[src/rtl/console_writer_pkg.sv]
// Shared display defines (buffer geometry, address widths, control codes) and
// the types used by the console writer and its cursor unit.
`ifndef DISPLAY_DEFINES_SV
`define DISPLAY_DEFINES_SV

`define DP_X_ADDR_WIDTH 7
`define DP_Y_ADDR_WIDTH 5
`define DP_REG_WIDTH    16
`define DP_COLS         80
`define DP_ROWS         30

`define DP_CHAR_BS      8'h08
`define DP_CHAR_LF      8'h0A
`define DP_CHAR_FF      8'h0C
`define DP_CHAR_CR      8'h0D

package console_writer_pkg;

    typedef enum logic [1:0] {
        ST_IDLE,
        ST_SCROLL,
        ST_CLEAR
    } state_t;

    typedef enum logic [2:0] {
        CUR_NONE,
        CUR_ADV,
        CUR_CR,
        CUR_LF,
        CUR_BS,
        CUR_HOME
    } cur_op_t;

    localparam logic [7:0] SPACE = 8'h20;

    function automatic logic is_printable(input logic [7:0] c);
        return (c >= 8'h20) && (c <= 8'h7E);
    endfunction

endpackage

`endif

[src/rtl/console_cursor.sv]
// Cursor register with advance/wrap/backspace arithmetic; flags when a row
// increment would run off the bottom so the writer can scroll instead.
module console_cursor
    import console_writer_pkg::*;
#(
    parameter int COLS = `DP_COLS,
    parameter int ROWS = `DP_ROWS
) (
    input  logic                        clk,
    input  logic                        reset_n,
    input  cur_op_t                     op,
    output logic [`DP_X_ADDR_WIDTH-1:0] x,
    output logic [`DP_Y_ADDR_WIDTH-1:0] y,
    output logic                        scroll_req
);
    localparam int XW = `DP_X_ADDR_WIDTH;
    localparam int YW = `DP_Y_ADDR_WIDTH;
    localparam logic [XW-1:0] X_LAST = XW'(COLS - 1);
    localparam logic [YW-1:0] Y_LAST = YW'(ROWS - 1);

    logic [XW-1:0] x_nx;
    logic [YW-1:0] y_nx;
    logic          wrap;

    always_comb begin
        x_nx = x;
        y_nx = y;
        wrap = 1'b0;
        case (op)
            CUR_ADV: begin
                if (x == X_LAST) begin
                    x_nx = '0;
                    wrap = 1'b1;
                end else begin
                    x_nx = x + 1'b1;
                end
            end
            CUR_CR:   x_nx = '0;
            CUR_LF: begin
                x_nx = '0;
                wrap = 1'b1;
            end
            CUR_BS:   if (x != '0) x_nx = x - 1'b1;
            CUR_HOME: begin
                x_nx = '0;
                y_nx = '0;
            end
            default: ;
        endcase
        // On the last row the cursor stays put; the scroll makes room instead.
        scroll_req = wrap && (y == Y_LAST);
        if (wrap && !scroll_req) y_nx = y + 1'b1;
    end

    always_ff @(posedge clk or negedge reset_n) begin
        if (!reset_n) begin
            x <= '0;
            y <= '0;
        end else begin
            x <= x_nx;
            y <= y_nx;
        end
    end

endmodule

[src/rtl/console_writer.sv]
// Byte-stream console: writes printable characters into a text buffer,
// handles CR/LF/BS/FF, and scrolls the buffer up one row when needed.
module console_writer
    import console_writer_pkg::*;
#(
    parameter int COLS = `DP_COLS,
    parameter int ROWS = `DP_ROWS
) (
    input  logic                        clk,
    input  logic                        reset_n,
    input  logic [7:0]                  in_char,
    input  logic [7:0]                  in_attr,
    input  logic                        in_valid,
    output logic                        in_ready,
    output logic                        wr_en,
    output logic [`DP_X_ADDR_WIDTH-1:0] wr_x,
    output logic [`DP_Y_ADDR_WIDTH-1:0] wr_y,
    output logic [15:0]                 wr_data,
    output logic [`DP_X_ADDR_WIDTH-1:0] rd_x,
    output logic [`DP_Y_ADDR_WIDTH-1:0] rd_y,
    input  logic [15:0]                 rd_data,
    output logic [`DP_REG_WIDTH-1:0]    ctrl_reg
);
    localparam int XW = `DP_X_ADDR_WIDTH;
    localparam int YW = `DP_Y_ADDR_WIDTH;
    localparam logic [XW-1:0] X_LAST = XW'(COLS - 1);
    localparam logic [YW-1:0] Y_LAST = YW'(ROWS - 1);

    state_t        state, state_nx;
    cur_op_t       op;
    logic [XW-1:0] cur_x, cnt_x, wr_x_q, cp_x;
    logic [YW-1:0] cur_y, cnt_y, wr_y_q, cp_y;
    logic          scroll_req, accept, filling;
    logic          wr_en_q, cp_vld;
    logic [15:0]   wr_data_q;
    logic [7:0]    attr_q;

    console_cursor #(.COLS(COLS), .ROWS(ROWS)) u_cursor (
        .clk        (clk),
        .reset_n    (reset_n),
        .op         (op),
        .x          (cur_x),
        .y          (cur_y),
        .scroll_req (scroll_req)
    );

    assign in_ready = reset_n && (state == ST_IDLE);
    assign accept   = in_valid && in_ready;

    always_comb begin
        state_nx = state;
        op       = CUR_NONE;
        case (state)
            ST_IDLE: begin
                if (accept) begin
                    if (is_printable(in_char)) begin
                        op = CUR_ADV;
                    end else begin
                        case (in_char)
                            `DP_CHAR_CR: op = CUR_CR;
                            `DP_CHAR_LF: op = CUR_LF;
                            `DP_CHAR_BS: op = CUR_BS;
                            `DP_CHAR_FF: state_nx = ST_CLEAR;
                            default: ;
                        endcase
                    end
                    if (scroll_req) state_nx = ST_SCROLL;
                end
            end
            ST_SCROLL: if (filling && cnt_x == X_LAST) state_nx = ST_IDLE;
            ST_CLEAR: begin
                if (cnt_x == X_LAST && cnt_y == Y_LAST) begin
                    state_nx = ST_IDLE;
                    op       = CUR_HOME;
                end
            end
            default: state_nx = ST_IDLE;
        endcase
    end

    always_ff @(posedge clk or negedge reset_n) begin
        if (!reset_n) begin
            state   <= ST_IDLE;
            wr_en_q <= 1'b0;
            cp_vld  <= 1'b0;
            filling <= 1'b0;
            cnt_x   <= '0;
            cnt_y   <= '0;
        end else begin
            state   <= state_nx;
            wr_en_q <= 1'b0;
            cp_vld  <= 1'b0;
            case (state)
                ST_IDLE: begin
                    filling <= 1'b0;
                    cnt_x   <= '0;
                    // Scroll reads start at row 1; clear starts at row 0.
                    cnt_y   <= (state_nx == ST_SCROLL) ? YW'(1) : '0;
                    if (accept && (is_printable(in_char) ||
                                   (in_char == `DP_CHAR_BS && cur_x != '0)))
                        wr_en_q <= 1'b1;
                end
                ST_SCROLL: begin
                    if (!filling) begin
                        cp_vld <= 1'b1;
                        if (cnt_x == X_LAST) begin
                            cnt_x <= '0;
                            if (cnt_y == Y_LAST) filling <= 1'b1;
                            else                 cnt_y   <= cnt_y + 1'b1;
                        end else begin
                            cnt_x <= cnt_x + 1'b1;
                        end
                    end else begin
                        wr_en_q <= 1'b1;
                        cnt_x   <= cnt_x + 1'b1;
                    end
                end
                ST_CLEAR: begin
                    wr_en_q <= 1'b1;
                    if (cnt_x == X_LAST) begin
                        cnt_x <= '0;
                        cnt_y <= cnt_y + 1'b1;
                    end else begin
                        cnt_x <= cnt_x + 1'b1;
                    end
                end
                default: ;
            endcase
        end
    end

    always_ff @(posedge clk) begin
        if (accept) attr_q <= in_attr;
        cp_x <= cnt_x;
        cp_y <= cnt_y - 1'b1;
        if (state == ST_IDLE) begin
            wr_y_q <= cur_y;
            if (in_char == `DP_CHAR_BS) begin
                wr_x_q    <= cur_x - 1'b1;
                wr_data_q <= {in_attr, SPACE};
            end else begin
                wr_x_q    <= cur_x;
                wr_data_q <= {in_attr, in_char};
            end
        end else begin
            wr_x_q    <= cnt_x;
            wr_y_q    <= cnt_y;
            wr_data_q <= {attr_q, SPACE};
        end
    end

    // Copy writes land the cycle after their read, carrying rd_data straight through.
    assign wr_en   = wr_en_q | cp_vld;
    assign wr_x    = cp_vld ? cp_x : wr_x_q;
    assign wr_y    = cp_vld ? cp_y : wr_y_q;
    assign wr_data = cp_vld ? rd_data : wr_data_q;
    assign rd_x    = cnt_x;
    assign rd_y    = cnt_y;

    always_comb begin
        ctrl_reg        = '0;
        ctrl_reg[7:0]   = 8'(cur_x);
        ctrl_reg[12:8]  = 5'(cur_y);
    end

endmodule

[config.mk]
export PLATFORM = sky130hd
export DESIGN_NAME = console_writer
export DESIGN_NICKNAME = d
export VERILOG_FILES = /design/src/rtl/console_writer_pkg.sv /design/src/rtl/console_cursor.sv /design/src/rtl/console_writer.sv
export SDC_FILE = /design/constraint.sdc
export NUM_CORES = 1
export LEC_CHECK = 0
export BUFFER_PORTS_ARGS = -buffer_cell sky130_fd_sc_hd__buf_2
export CAP_MARGIN = 30
export CORE_MARGIN = 1
export CORE_UTILIZATION = 50
export CTS_BUF_LIST = sky130_fd_sc_hd__clkbuf_4
export DETAILED_ROUTE_END_ITERATION = 6
export PLACE_DENSITY_LB_ADDON = 0.25
export SKIP_LAST_GASP = 1
export SYNTH_ARGS = -nofsm -noshare
export SYNTH_HDL_FRONTEND = slang
export SYNTH_HIERARCHICAL = 1
export SYNTH_SLANG_ARGS = --single-unit
[constraint.sdc]
create_clock -name clk -period 2.45 [get_ports clk]
set_input_delay 0.1225 -clock clk [delete_from_list [all_inputs] [get_ports clk]]
set_output_delay 0.1225 -clock clk [all_outputs]
set_load 0.05 [all_outputs]
# --- Yosys cells after proc, flatten, opt, wreduce, memory -nomap -nowiden ---
# Index checks and enable logic that the tools add are counted.
totals:
  register_bits: 77
  in_bits: 35
  output_inout_bits: 58
classes:
  add_sub_neg: 6
  n_lt_le_gt_ge: 2
  eq_ne: 21
  n_mux: 45
  bitwise_logic: 2
  reduce_logical: 21
ops:
  columns: ["op", "count"]
  rows:
  - ["$mux 7", 7]
  - ["$pmux 7 s3", 2]
  - ["$mux 5", 8]
  - ["$eq 8x4->1 const B", 4]
  - ["$mux 16", 2]
  - ["$pmux 5 s3", 1]
  - ["$add 7x1->7 const B", 2]
  - ["$eq 7x7->1 const B", 2]
  - ["$mux 2", 6]
  - ["$add 5x1->5 const B", 2]
  - ["$eq 5x5->1 const B", 2]
  - ["$ne 2x2->1 const B", 5]
  - ["$logic_and 1x1->1", 9]
  - ["$mux 1", 9]
  - ["$mux 3", 3]
  - ["$pmux 3 s3", 1]
  - ["$ge 8x6->1 const B", 1]
  - ["$le 8x7->1 const B", 1]
  - ["$mux 8", 1]
  - ["$reduce_bool 7->1", 1]
  - ["$sub 7x1->7 const B", 1]
  - ["$eq 3x2->1 const B", 2]
  - ["$eq 3x3->1 const B", 2]
  - ["$pmux 2 s3", 1]
  - ["18 further kinds", 22]

# --- Logic depth before layout (Yosys ltp) ---
logic_depth:
  word_depth: 14
  ltp_mapped: 15
  depth_no_buf: 14

# --- Hierarchy ---
# Netlist, hierarchy kept.
by_module_without_submodules:
  columns: ["mod", "instances", "cells_per_inst", "area_each_um2"]
  rows:
  - ["console_writer", 1, 286, 3046.7]
  - ["console_cursor", 1, 114, 1026.0]

# --- Least setup slack after synthesis ---
# No wires, ideal clock.
synth_path:
  path_kind: "reg-to-reg"
  start: "register cnt_x[0] (netlist: rd_x[0])"
  end: "register cnt_y[0] (netlist: rd_y[0])"
  setup_ns: 0.068
  t_arrival_ns: 2.983
  required_ns: 2.382
  slack_ns: -0.600
  stages_incl_launch_ff: 14
  path_buffers: 0
  period_less_slack_ns: 3.050
  cell_sequence: "dfrtp_1 > ha_1 > nand4bb_1 > nor3_1 > nand2_1 > o21ai_0 > nor2b_1 > nand2_1 > nor2_1 > nand3_1 > a21bo_2 > nor3_1 > o32a_1 > a221o_1"
synth_via:
  elab_chain_len: 13
synth_rtl:
  columns: ["element", "line_no", "source"]
  rows:
  - ["start: declaration", "console_writer.sv:31", "logic [XW-1:0] cur_x, cnt_x, wr_x_q, cp_x;"]
  - ["start signal: assignment", "console_writer.sv:111", "cnt_x <= cnt_x + 1'b1;"]
  - ["start signal: assignment", "console_writer.sv:115", "cnt_x <= cnt_x + 1'b1;"]
  - ["start signal: assignment", "console_writer.sv:124", "cnt_x <= cnt_x + 1'b1;"]
  - ["$eq 7x7->1 *", "console_writer.sv:72", "if (cnt_x == X_LAST && cnt_y == Y_LAST) begin"]
  - ["$logic_and 1x1->1 *", "console_writer.sv:72", null]
  - ["$mux 3 *", "console_writer.sv:72", null]
  - ["$pmux 3 s2 *", "console_writer.sv:53", "case (state)"]
  - ["via op[0]", "console_writer.sv:30", "cur_op_t op;"]
  - ["$eq 3x2->1 or $eq 3x1->1 (tied branches)", "console_cursor.sv:29", "case (op)"]
  - ["$pmux 1 s2 *", "console_cursor.sv:29", null]
  - ["$logic_and 1x1->1 *", "console_cursor.sv:51", "scroll_req = wrap && (y == Y_LAST);"]
  - ["via scroll_req", "console_writer.sv:33", "logic scroll_req, accept, filling;"]
  - ["$mux 2 *", "console_writer.sv:67", "if (scroll_req) state_nx = ST_SCROLL;"]
  - ["$mux 2 *", "console_writer.sv:55", "if (accept) begin"]
  - ["$pmux 2 s3 *", "console_writer.sv:53", null]
  - ["$eq 2x1->1 *", "console_writer.sv:98", "cnt_y <= (state_nx == ST_SCROLL) ? YW'(1) : '0;"]
  - ["$mux 1 *", "console_writer.sv:98", null]
  - ["$pmux 5 s3 *", "console_writer.sv:93", "case (state)"]
  - ["end signal: assignment", "console_writer.sv:98", null]
  - ["end signal: assignment", "console_writer.sv:109", "else cnt_y <= cnt_y + 1'b1;"]
  - ["end signal: assignment", "console_writer.sv:122", "cnt_y <= cnt_y + 1'b1;"]
  - ["end: declaration", "console_writer.sv:32", "logic [YW-1:0] cur_y, cnt_y, wr_y_q, cp_y;"]
# The timed path passes the listed nets; every way through them passes the cells marked *.
# A chain may end at the register's enable or synchronous reset.

# --- Final worst setup path ---
layout_path:
  start: "register cnt_y[1] (netlist: rd_y[1])"
  end: "register cnt_y[0] (netlist: rd_y[0])"
layout_via:
  elab_chain_len: 13
layout_rtl:
  columns: ["element", "line_no"]
  rows:
  - ["$eq 5x5->1 *", "console_writer.sv:72"]
  - ["$logic_and 1x1->1 *", "console_writer.sv:72"]
  - ["$mux 3 *", "console_writer.sv:72"]
  - ["$pmux 3 s2 *", "console_writer.sv:53"]
  - ["via op[2]", "console_writer.sv:30"]
  - ["$eq 3x2->1 or $eq 3x1->1 (tied branches)", "console_cursor.sv:29"]
  - ["$pmux 1 s2 *", "console_cursor.sv:29"]
  - ["$logic_and 1x1->1 *", "console_cursor.sv:51"]
  - ["via scroll_req", "console_writer.sv:33"]
  - ["$mux 2 *", "console_writer.sv:67"]
  - ["$mux 2 *", "console_writer.sv:55"]
  - ["$pmux 2 s3 *", "console_writer.sv:53"]
  - ["$eq 2x1->1 *", "console_writer.sv:98"]
  - ["$mux 1 *", "console_writer.sv:98"]
  - ["$pmux 5 s3 *", "console_writer.sv:93"]
# Marked as above.

==> reports/qor.json <==
{
  "status": "finished, violations left",
  "failed_checks": "setup timing",
  "global_route.peak_usage_layer": "met2",
  "maxClockFrequency_mhz": 384,
  "num_io_pins": 93,
  "cts_root_buffer": "clkbuf_4",
  "io_buffers": 88,
  "drt_pass1_iterations": 5,
  "antenna_found_initial": 0,
  "use_met3_pct": 4.64,
  "grtUsageMet2_pct": 41.3,
  "layout.nets": 593,
  "crit_family": "compound AO/OA/AOI/OAI gates",
  "wl_per_cell_um": 15.7,
  "critical-path-max-stage-delay_ns": 0.43,
  "synth_commonest_cells": "40 x dfxtp_1, 40 x mux2_2, 29 x dfrtp_1",
  "drv.max_cap_violation_count": 0,
  "globalplace.congestion": 0.883,
  "clock_tree.buffer_depth": 2,
  "synth.top_cell.area_share_pct": 19.7,
  "timing.final.max_slew_violations": 0,
  "timing.hold.worst.class": "in2reg",
  "detail_route.drc_violations": 0,
  "die_h_um": 92.3,
  "synth.largest_area_cell": "dfxtp_1",
  "total_power_mw": 2.84,
  "cell_count_after_synthesis": 400,
  "synth_cell_type_count": 73,
  "n_antenna_cell": 0,
  "cts_tree": "done",
  "pwr_density_cell_nw_per_um2": 536,
  "clkSinkCount": 77,
  "dieArea_sq_um": 8510,
  "cell_count_final_fillers_out": 649,
  "synth.yosys.seq_area_share_pct": 43.4,
  "worst_path_max_delay_cell": "dfrtp_2",
  "synth_seq_cells": 77,
  "sequential_cell_area_sq_um": 1780,
  "final_layout_size_suffix_gt1_share_pct": 44.4,
  "area.growth.synth_to_final_pct": 30.1,
  "grt_max_degree": 42,
  "min-delay-start": "in_char[7]",
  "final_clock_skew_ns": 0.0161,
  "synthTopCellsByArea": "dfxtp_1 20%, dfrtp_1 18%, mux2_2 11%",
  "synthesis.area_per_instance_sq_um": 10.2,
  "largest_vdd_supply_drop_mv": 0.518,
  "gr-usage-met1_pct": 30.9,
  "worst_hold_slack_ns": 0.0440,
  "rows": 32,
  "ant_nets": 0,
  "max_slew.worst_pin.slew_ns": 0.535,
  "first_global_vias": 3405,
  "timing.critical_path.arrival_ns": 2.90,
  "min_period_over_period_pct": 106,
  "cts-htree-levels": 3,
  "worstSetupPathType": "reg2reg",
  "grt_remaining_overflow": 0,
  "grt_first_pass_wirelength_mm": 16.2,
  "area_of_the_multi_input_gates_sq_um": 2270,
  "utilization_pct": 67.9,
  "setup_viol_count_final": 1,
  "async_flop_share_pct": 37.7,
  "dp.cells": 621,
  "timing_hold_violations_final": 0,
  "numCtsBuffers": 9,
  "fin_area_sq_um": 5300,
  "path_clk_slew_ns": 0.14,
  "synth.yosys.warnings": 6,
  "list_of_cells_traversed_by_the_critical_path": "inv_2 -> ha_4 -> nand4_1 -> nor3_2 -> nand2_2 -> o31ai_4 -> nor2b_4 -> nand2_2 -> nor2_2 -> nand3_2 -> nand2_2 -> a21o_1 -> o32a_1 -> a221o_1",
  "grt_use_total_pct": 24.4,
  "finalWorstSetupSlack_ns": -0.154,
  "placeableCoreArea_sq_um": 7810,
  "p_leak_nw": 2.37,
  "critical-path-top-cell-by-count": "nand2_2",
  "synthFlopType": "dfxtp_1",
  "regToRegStartpoint": "rd_y[1]",
  "initial_utilization_pct": 52.2,
  "worst_hold_path.num_cells": 3,
  "timing.final.crit_period_ns": 2.60,
  "synthesis.area_sq_um": 4070,
  "die_width_um": 92.3,
  "route.detailed.vias_per_inst": 5.52,
  "fin_tns_setup_ns": -0.154,
  "worst_hold_endpoint": "wr_data_q[7]",
  "endpoint_kind": "register",
  "via_count": 3585,
  "r2r-end": "rd_y[0]",
  "reg2regPathDepth": 14,
  "detailedPlacementHpwl_mm": 7.37,
  "number_of_buffers_and_inverters_on_the_critical_path": 1,
  "fillers": 635,
  "rsz0062_at_grt": "yes",
  "worst_setup_path_start_kind": "register",
  "later_pin_clock_latency_in_the_skew_report_ns": 0.42,
  "synth_edf_count": 8,
  "timing.reg2reg.setup_slack_ns": -0.15,
  "drt-total-wl_mm": 10.2,
  "post_dp_cell_area_sq_um": 4990,
  "critPathRequiredTime_ns": 2.75,
  "max-slew-margin-rel_pct": 64.0,
  "cp_max_fo": 2,
  "pre_cts_ws_ns": -0.270,
  "number_of_drc_violations_after_detailed_routing_iteration_0": 219
}
-- kinds of logic after synthesis --
kind of cell	count (synthesis)	synth area share (%)
buf+inv	38	4.95
other cells	1	0.0921
mux	43	11.8
xor+xnor	16	3.63
simple gates	121	16.7
fa+ha+maj	16	4.92
compound gates	88	14.5
flops	77	43.4
-- flip-flops by register name, indices dropped and copies added (netlist names), 2 cells and up --
| register | cells |
|---|---|
| attr_q | 8 |
| cp_x | 7 |
| cp_y | 5 |
| rd_x | 7 |
| rd_y | 5 |
| state | 2 |
| u_cursor/x | 7 |
| u_cursor/y | 5 |
| wr_data_q | 16 |
| wr_x_q | 7 |
| wr_y_q | 5 |
-- power breakdown --
part / internal, mW / switching [mW]
logic: 0.269 / 0.521
clock network: 0.211 / 0.466
registers: 1.35 / 0.0233
-- metal layers --
layer	up-vias	wire length, um
met2	139	4990
met3	16	593
met4	0	194
met5	-	0
met1	1704	4410
li1	1726	-
-- how the worst max path moves through the flow --
stage	start	endpoint	cells after the start
finish	rd_y[1]	rd_y[0]	14
global route	rd_y[1]	rd_y[0]	14
CTS	rd_y[1]	rd_y[0]	14
detailed placement	in_char[1]	rd_y[0]	12
global placement	in_char[1]	rd_y[0]	12
floorplan	in_char[1]	rd_y[0]	13
-- final cells by class --
cell class,instances,share of cell area [%]
clock buffer,9,1.27
clock inverter,7,0.944
inverter,15,1.06
multi-input combinational,288,42.8
sequential,77,33.6
tap,102,2.41
timing repair buffer,151,17.9
-- layout by cell type, fill, tap and decap left out, types with 3 or more instances in the layout --
master / Yosys / layout
inv_1: 15 / 14
dfrtp_1: 29 / 17
ha_1: 16 / 14
clkinv_4: 0 / 3
mux2i_1: 3 / 3
conb_1: 1 / 4
edfxtp_1: 8 / 8
nor2_1: 27 / 26
a21o_1: 5 / 5
nand2b_1: 5 / 5
o22ai_1: 5 / 5
dfrtp_2: 0 / 12
dlygate4sd3_1: 0 / 10
buf_4: 5 / 52
a21oi_1: 16 / 16
dfxtp_1: 40 / 40
nand4_1: 4 / 4
xor2_1: 8 / 8
nand2_1: 15 / 12
or2_2: 3 / 3
mux2_2: 40 / 40
nor3_1: 12 / 10
nand3_1: 19 / 17
clkbuf_4: 0 / 9
xnor2_1: 7 / 7
buf_2: 2 / 88
a31oi_1: 7 / 7
nand2_2: 0 / 3
and3_1: 4 / 3
and2_1: 10 / 10
o21ai_0: 21 / 20
-- worst reg2reg max path: stages (launching register included) --
cell     delay, ns
dfrtp_2       0.43
inv_2         0.07
ha_4          0.12
nand4_1       0.14
nor3_2        0.28
nand2_2       0.13
o31ai_4       0.10
nor2b_4       0.07
nand2_2       0.08
nor2_2        0.05
nand3_2       0.09
nand2_2       0.06
a21o_1        0.19
o32a_1        0.34
a221o_1       0.32
-- what timing repair did --
item,in CTS,in global routing
resized for setup,1,15
setup buffers,0,2
hold buffers,10,0
gates cloned,0,0
pin swaps,0,8
endpoints found under the setup margin,1,9
hold endpoints to repair,46,0
Note: power is estimated with default switching activity, not from simulation.
